File: src/rtl/alu_issue.sv
`default_nettype none
// +--------------------------------------------------------------------------+
// | alu_issue: instruction FIFO feeding a three-phase ALU issue/capture FSM.  |
// | Optional macro ALU_ISSUE_FWD_EN: operand A forwarded from prev result.    |
// | Revision: 1.0                                                             |
// +--------------------------------------------------------------------------+
module alu_issue #(
  parameter int W     = 4,
  parameter int DEPTH = 4
) (
  input  logic         clk,
  input  logic         rst,
  input  logic         in_valid,
  output logic         in_ready,
  input  logic [2:0]   in_op,
  input  logic [W-1:0] in_a,
  input  logic [W-1:0] in_b,
  input  logic         in_use_prev,
  output logic [W-1:0] alu_a,
  output logic [W-1:0] alu_b,
  output logic [2:0]   alu_oper,
  input  logic [W-1:0] alu_out,
  output logic         res_valid,
  input  logic         res_ready,
  output logic [W-1:0] res_data,
  output logic [2:0]   res_op
);

  localparam int AW = $clog2(DEPTH);
  localparam int EW = 3 + 2 * W + 1;
  localparam logic [AW:0] FULL_CNT = (AW + 1)'(DEPTH);

  typedef enum logic [1:0] {
    S_IDLE = 2'd0,
    S_EXEC = 2'd1,
    S_DONE = 2'd2
  } state_t;

  logic [EW-1:0] mem_q [DEPTH];
  logic [AW-1:0] wptr_q, wptr_d, rptr_q, rptr_d;
  logic [AW:0]   count_q, count_d;
  state_t        state_q;
  logic [W-1:0]  alu_a_q, alu_b_q, res_data_q, prev_res_q;
  logic [2:0]    alu_oper_q, res_op_q;
  logic          res_valid_q;

  logic          full, empty, push, pop;
  logic [2:0]    head_op;
  logic [W-1:0]  head_a, head_b, issue_a;
  logic          head_up;

  assign full     = (count_q == FULL_CNT);
  assign empty    = (count_q == '0);
  assign in_ready = !full;
  assign push     = in_valid && !full;
  // Pops only happen from IDLE, so an entry pushed this cycle is seen next cycle.
  assign pop      = (state_q == S_IDLE) && !empty;

  assign {head_op, head_a, head_b, head_up} = mem_q[rptr_q];

`ifdef ALU_ISSUE_FWD_EN
  assign issue_a = head_up ? prev_res_q : head_a;
`else
  logic unused_head_up;
  assign unused_head_up = head_up;
  assign issue_a = head_a;
`endif

  always_comb begin
    wptr_d  = push ? wptr_q + AW'(1) : wptr_q;
    rptr_d  = pop  ? rptr_q + AW'(1) : rptr_q;
    count_d = count_q;
    case ({push, pop})
      2'b10:   count_d = count_q + (AW + 1)'(1);
      2'b01:   count_d = count_q - (AW + 1)'(1);
      default: count_d = count_q;
    endcase
  end

  always_ff @(posedge clk) begin
    if (push) mem_q[wptr_q] <= {in_op, in_a, in_b, in_use_prev};
  end

  always_ff @(posedge clk) begin
    if (rst) begin
      wptr_q  <= '0;
      rptr_q  <= '0;
      count_q <= '0;
    end else begin
      wptr_q  <= wptr_d;
      rptr_q  <= rptr_d;
      count_q <= count_d;
    end
  end

  always_ff @(posedge clk) begin
    if (rst) begin
      state_q     <= S_IDLE;
      alu_a_q     <= '0;
      alu_b_q     <= '0;
      alu_oper_q  <= '0;
      res_data_q  <= '0;
      res_op_q    <= '0;
      res_valid_q <= 1'b0;
      prev_res_q  <= '0;
    end else begin
      case (state_q)
        S_IDLE: begin
          if (!empty) begin
            alu_a_q    <= issue_a;
            alu_b_q    <= head_b;
            alu_oper_q <= head_op;
            state_q    <= S_EXEC;
          end
        end
        S_EXEC: begin
          res_data_q  <= alu_out;
          res_op_q    <= alu_oper_q;
          res_valid_q <= 1'b1;
          state_q     <= S_DONE;
        end
        S_DONE: begin
          if (res_ready) begin
            res_valid_q <= 1'b0;
            prev_res_q  <= res_data_q;
            state_q     <= S_IDLE;
          end
        end
        default: state_q <= S_IDLE;
      endcase
    end
  end

  assign alu_a     = alu_a_q;
  assign alu_b     = alu_b_q;
  assign alu_oper  = alu_oper_q;
  assign res_valid = res_valid_q;
  assign res_data  = res_data_q;
  assign res_op    = res_op_q;

endmodule
`default_nettype wire

File: config.mk
export PLATFORM = sky130hd
export DESIGN_NAME = alu_issue
export DESIGN_NICKNAME = d
export VERILOG_FILES = /design/src/rtl/alu_issue.sv
export SDC_FILE = /design/constraint.sdc
export NUM_CORES = 1
export LEC_CHECK = 0
export CORE_MARGIN = 2
export CORE_UTILIZATION = 48
export DETAILED_ROUTE_END_ITERATION = 8
export PLACE_DENSITY = 0.83
export SLEW_MARGIN = 10
export SYNTH_ARGS = -nofsm -noshare
export SYNTH_HDL_FRONTEND = slang
export SYNTH_SLANG_ARGS = --single-unit
File: constraint.sdc
create_clock -name clk -period 2.1 [get_ports clk]
set_input_delay 0.525 -clock clk [delete_from_list [all_inputs] [get_ports clk]]
set_output_delay 0.525 -clock clk [all_outputs]
set_load 0.1 [all_outputs]
# Yosys cells after proc, flatten, opt, wreduce, memory -nomap -nowiden

Memory sizes are Yosys's and may differ from the RTL's. A register that Yosys moved wholly into a read port is not among the register bits.
Cells that the tools add are included.

Register bits: 17
Word-level logic and storage cells: 39
Memories: 1
RAM bits: 48

Memories:

| memory | words | width | read ports | clocked after Yosys merged registers in | wr ports | RTL line | source |
|---|---|---|---|---|---|---|---|
| mem_q  | 4     | 12    | 1          | 1                                       | 1        | 39       | `logic [EW-1:0] mem_q [DEPTH];` |

Bitwise operators: 1
Equal/unequal tests: 7
Multiplexer cells: 8
Reductions and logical operators: 11
Add/sub/neg operators: 4

Operators by type and width:

| cell                | number |
|---|---|
| $pmux 2 s3          | 1 |
| $pmux 3 s2          | 1 |
| $reduce_and 2->1    | 3 |
| $add 2x1->2 const B | 2 |
| $eq 2x1->1 const B  | 2 |
| $eq 2x2->1 const B  | 2 |
| $mux 2              | 2 |
| $ne 2x2->1 const B  | 2 |
| $reduce_bool 2->1   | 2 |
| $add 3x1->3 const B | 1 |
| $eq 3x3->1 const B  | 1 |
| $logic_not 3->1     | 1 |
| $mux 1              | 3 |
| $sub 3x1->3 const B | 1 |
| $logic_and 1x1->1   | 2 |
| $logic_not 1->1     | 2 |
| $logic_not 2->1     | 1 |
| $pmux 1 s2          | 1 |
| $not 1->1           | 1 |

# Logic depth before layout (Yosys ltp)

Depth after elaboration: 5
Gate-level depth with buffers: 9
Gate-level depth less buffers: 8

# Least setup slack after synthesis

OpenSTA, ideal clock, no wires.

Path type: register to register
Start: register count_q[0]
End: register count_q[2]
Path slack: -0.272 ns
Buffers on the path: 1
Clock period less this slack: 2.372 ns
Cell stages (with the launch flop): 10
Data required time: 2.029 ns
Setup time: 0.071 ns
Arrival time: 2.301 ns
Cell sequence: dfxtp_1 -> or3b_1 -> buf_2 -> nand2_1 -> ha_1 -> inv_1 -> fa_1 -> xor2_1 -> or3_1 -> a21oi_1

Longest elaborated chain between the ends: 5
Elaborated cells between the ends (all ways): 12
Classes of those cells: 2 x add/sub; 3 x eq/ne; 1 x mux; 6 x reduce/logical

Ends and longest elaborated chain:

| what                                            | RTL line | source |
|---|---|---|
| start, declared                                 | 41       | `logic [AW:0] count_q, count_d;` |
| start signal, assigned                          | 92       | `count_q <= count_d;` |
| $eq 3x3->1 (*)                                  | 52       | `assign full = (count_q == FULL_CNT);` |
| $logic_not 1->1 (*)                             | --       |  |
| via in_ready                                    | 14       | `output logic in_ready,` |
| $logic_and 1x1->1 (*)                           | 55       | `assign push = in_valid && !full;` |
| $eq 2x1->1 or $eq 2x2->1 (tied branches)        | 73       | `case ({push, pop})` |
| $pmux 3 s2 or $reduce_bool 2->1 (tied branches) | --       |  |

Mark *: on every way through the listed nets, which the timed path passes. The rest lies on a longest branch.
A chain may end at the register's enable or synchronous reset.

# Final worst setup path

Start: register count_q[2]
End: register count_q[2]

Longest elaborated chain between the ends: 5
Elaborated cells between the ends (all ways): 12
Classes of those cells: 2 x add/sub; 3 x eq/ne; 1 x mux; 6 x reduce/logical

Ends and longest elaborated chain:

| what                                            | RTL line |
|---|---|
| $eq 3x3->1 or $logic_not 3->1 (tied branches)   | 52, 53 |
| $logic_not 1->1 (on tied branches)              | -- |
| $logic_and 1x1->1 (on tied branches)            | 55, 57 |
| $eq 2x1->1 or $eq 2x2->1 (tied branches)        | 73 |
| $pmux 3 s2 or $reduce_bool 2->1 (tied branches) | -- |

Parallel ways exist; a longest one is shown, timed or not.

==> Implementation_results.wiki <==
{| class="wikitable"
! Metric !! Value
|-
| Reg2reg start || count_q[2]
|-
| Critical path startpoint || count_q[2]
|-
| Remaining antenna violation count || 0
|-
| Wire per inst || 15.3 um
|-
| CTS Buf Count || 9
|-
| Initial antenna violation count || 0
|-
| PnR Total Power || slightly above 0.005 W
|-
| Area share of the largest cell type after synthesis || 0.478
|-
| Final count of negative-setup-slack endpoints || 0
|-
| Count of different cell masters after synthesis || 35
|-
| Final critical delay including setup and external delays || 2.03 ns
|-
| Die Y || 79.8 um
|-
| Setup TNS || 0 ns
|-
| Share of the clock period used by the worst path after layout || 0.967
|-
| Leading cell types by total area after synthesis || sky130_fd_sc_hd__edfxtp_1 48%, sky130_fd_sc_hd__dfxtp_1 20%, sky130_fd_sc_hd__mux4_2 4.9%
|-
| Peak Freq || between 0.4 and 0.5 GHz
|-
| Depth of the CTS H-tree || 3
|-
| Required time at the endpoint of the critical path || 2.38 ns
|-
| CTS Hold Bufs || 0
|-
| Row Count || 27
|-
| Overall routed net length || ~4.8 mm
|-
| Maximum number of pins on one net before global-route repair || 14
|-
| Top-Level Pins || 40
|-
| Via count of the first global-routing pass || 1618
|-
| Area of the core || 5540 um^2
|-
| Detail-routed via count per cell || 5.04
|-
| Global router's overall resource usage || 0.169
|-
| Setup repair after global routing missed its margin || true
|-
| Proportion of layout cells with a drive suffix above 1 || 0.293
|-
| Share of synthesized cell area in and, or, nand and nor gates || 0.0734
|-
| Type of destination of the critical path || register
|-
| Clock tree from TritonCTS || done
|-
| Compound-cell area share of the yosys netlist || 0.0797
|-
| Clock Sink Count || 72
|-
| Worst R2R Setup Slack || 0.07 ns
|-
| Post-CTS repair timing setup buffer count || 0
|-
| Power Dens Cells || 1490 nW/um^2
|-
| Synth warn || 0
|-
| Wire length of the first global-routing pass || 7.76 mm
|-
| Floorplan die width || approximately 80 um
|-
| Type of the worst setup path || register to register
|-
| Cell with the most instances after synthesis || sky130_fd_sc_hd__edfxtp_1
|-
| Post-synthesis sequential area ratio || 0.681
|-
| Startpoint type of the worst setup path || register
|-
| Multiplexer share of the synthesized area || 0.0965
|-
| Arrival time of data at the critical path endpoint || 2.31 ns
|-
| Worst Setup Slack post-DPL || -0.193 ns
|-
| Highest net fanout along the worst path || 5
|-
| Number of register bits inferred by synthesis || between 70 and 80
|-
| Cell at the root of the clock tree || sky130_fd_sc_hd__clkbuf_8
|-
| Maximum Capacitance Violations || 0
|-
| Number of instances in the synthesized netlist || 179
|-
| Main combinational cell family by area after synthesis || multiplexers
|-
| Leakage Power || 1.29 nW
|-
| DRC violations left || 0
|-
| Relative max-transition margin || 0.619
|-
| Combined area of the multi-input logic cells || 823 um^2
|-
| Number of fillers in the final layout || 435
|-
| Setup slack of the critical path after layout || 0.0684 ns
|-
| Port bufs || 38
|-
| Synthesized area || 2760 um^2
|-
| Final global-route overflow total || 0
|-
| EDFF count, synth || 44
|-
| Asr flop ratio synth || 0
|-
| Source-to-sink clock delay at the later pin of the worst-skew pair || 0.34 ns
|-
| Total die area || roughly 6400 um^2
|-
| Antenna fix cells || 0
|-
| Xor-xnor portion of the synthesized cell area || 0.00634
|-
| Post-Synth Adder-Cell Area || 0.0299
|-
| Number of vias after detailed routing || 1568
|-
| Post-CTS sizing || 1
|-
| Dominant cell type by area after synthesis || sky130_fd_sc_hd__edfxtp_1
|-
| HP Start || res_op[2]
|-
| Max VDD drop || between 0.8 and 0.9 mV
|-
| HP Class || register to register
|-
| Final net count || 260
|-
| Final hold violations || 0
|-
| Maximum buffer depth of the clock tree || 2
|-
| Worst Max-Slew Pin Slew || 0.571 ns
|-
| Outcome || complete, no violations
|-
| Placed wire-length estimate after detailed placement || around 3.3 mm
|-
| Storage cell area || 1890 um^2
|-
| Final count of pins violating max slew || 0
|-
| 1st-iter DRT viols || 95
|-
| Post-route worst hold slack || 0.456 ns
|-
| Starting Density || 0.498
|-
| Post-Syn Area per Cell || around 15 um^2
|-
| Placer congestion estimate || 0.697
|-
| First-pass detailed-route iteration total || 4
|-
| Commonest cells in the netlist || 44 x sky130_fd_sc_hd__edfxtp_1, 28 x sky130_fd_sc_hd__dfxtp_1, 16 x sky130_fd_sc_hd__nand2_1
|-
| Predominant post-synthesis flop cell || sky130_fd_sc_hd__edfxtp_1
|-
| Area growth from synthesis to layout || 26.5%
|-
| Clock transition at the register clock pins on the worst setup and hold paths after CTS || 0.07 ns
|-
| Setup skew after layout || 0.00828 ns
|-
| Synthesized Nets || 205
|}
-- worst max-delay path, stage by stage (launching register included) --
cell                      delay, ns
sky130_fd_sc_hd__dfxtp_4       0.36
sky130_fd_sc_hd__or3b_4        0.40
sky130_fd_sc_hd__nand2_4       0.08
sky130_fd_sc_hd__ha_4          0.12
sky130_fd_sc_hd__inv_1         0.05
sky130_fd_sc_hd__fa_2          0.34
sky130_fd_sc_hd__xor2_1        0.16
sky130_fd_sc_hd__or3_1         0.33
sky130_fd_sc_hd__a21oi_2       0.13
-- final timing paths --
kind	end	cells after the start
max	count_q[2]	8
min	res_op[2]	2
max reg2reg	count_q[2]	8
min reg2reg	res_op[2]	2
-- through the flow --
step | utilization | area (um^2) | std cells
2_1_floorplan | - | 2800 | 179
3_3_place_gp | 0.597 | 3310 | 295
3_5_place_dp | 0.597 | 3310 | 295
4_1_cts | 0.629 | 3490 | 311
5_1_grt | 0.631 | 3490 | 311
6_report | 0.631 | 3490 | 311
-- area by class of cell --
class	instances	share of cell area
repair buffers	55	0.142
multi-input cells	90	0.236
clock inverters	3	0.00466
clock buffers	13	0.0455
inverters	6	0.00645
well taps	72	0.0258
flip-flops and latches	72	0.540
-- layer usage --
layer | part of all wire | up-vias | track usage | routed length (um)
met1 | 0.42 | 737 | 0.190 | 2000
met5 | 0 | - | 0 | 0
met4 | 0.016 | 0 | 0.0814 | 76
met3 | 0.041 | 6 | 0.0588 | 193
li1 | - | 789 | - | -
met2 | 0.52 | 36 | 0.286 | 2480
-- logic make-up after synthesis --
kind of cell,Yosys count
fa+ha+maj,6
mux,11
buf+inv,17
xor+xnor,2
compound gates,32
simple gates,39
flops,72
-- layout by cell type (no fill, tap or decap), types with 2 or more instances in the layout --
cell type	count
sky130_fd_sc_hd__clkbuf_1	2
sky130_fd_sc_hd__clkbuf_8	11
sky130_fd_sc_hd__buf_4	34
sky130_fd_sc_hd__nor2_1	5
sky130_fd_sc_hd__and3_1	4
sky130_fd_sc_hd__a22o_1	11
sky130_fd_sc_hd__nand3_1	2
sky130_fd_sc_hd__a21oi_1	13
sky130_fd_sc_hd__edfxtp_1	44
sky130_fd_sc_hd__nand2_1	15
sky130_fd_sc_hd__ha_1	4
sky130_fd_sc_hd__a21oi_2	2
sky130_fd_sc_hd__clkdlybuf4s50_1	18
sky130_fd_sc_hd__xor2_1	2
sky130_fd_sc_hd__clkinv_2	2
sky130_fd_sc_hd__dfxtp_1	26
sky130_fd_sc_hd__inv_1	6
sky130_fd_sc_hd__nor3_1	2
sky130_fd_sc_hd__a21o_1	2
sky130_fd_sc_hd__mux4_2	6
sky130_fd_sc_hd__mux4_1	5
sky130_fd_sc_hd__buf_12	3
sky130_fd_sc_hd__nor2b_1	2
-- power breakdown --
part / internal [W] / switching (W) / total, W
clock network: 0.000490 / 0.000455 / 0.000946
logic: 0.000782 / 0.00154 / 0.00232
registers: 0.00176 / 0.000165 / 0.00193
total: 0.00304 / 0.00216 / 0.00519
-- state kept, by name (all words and copies together), names as in the netlist --
register   flops
mem_q         44
alu_a          4
res_valid      1
alu_b          4
res_op         3
alu_oper       3
count_q        3
rptr_q         2
wptr_q         2
res_data       4
state_q        2
(Power assumes the default switching activity.)
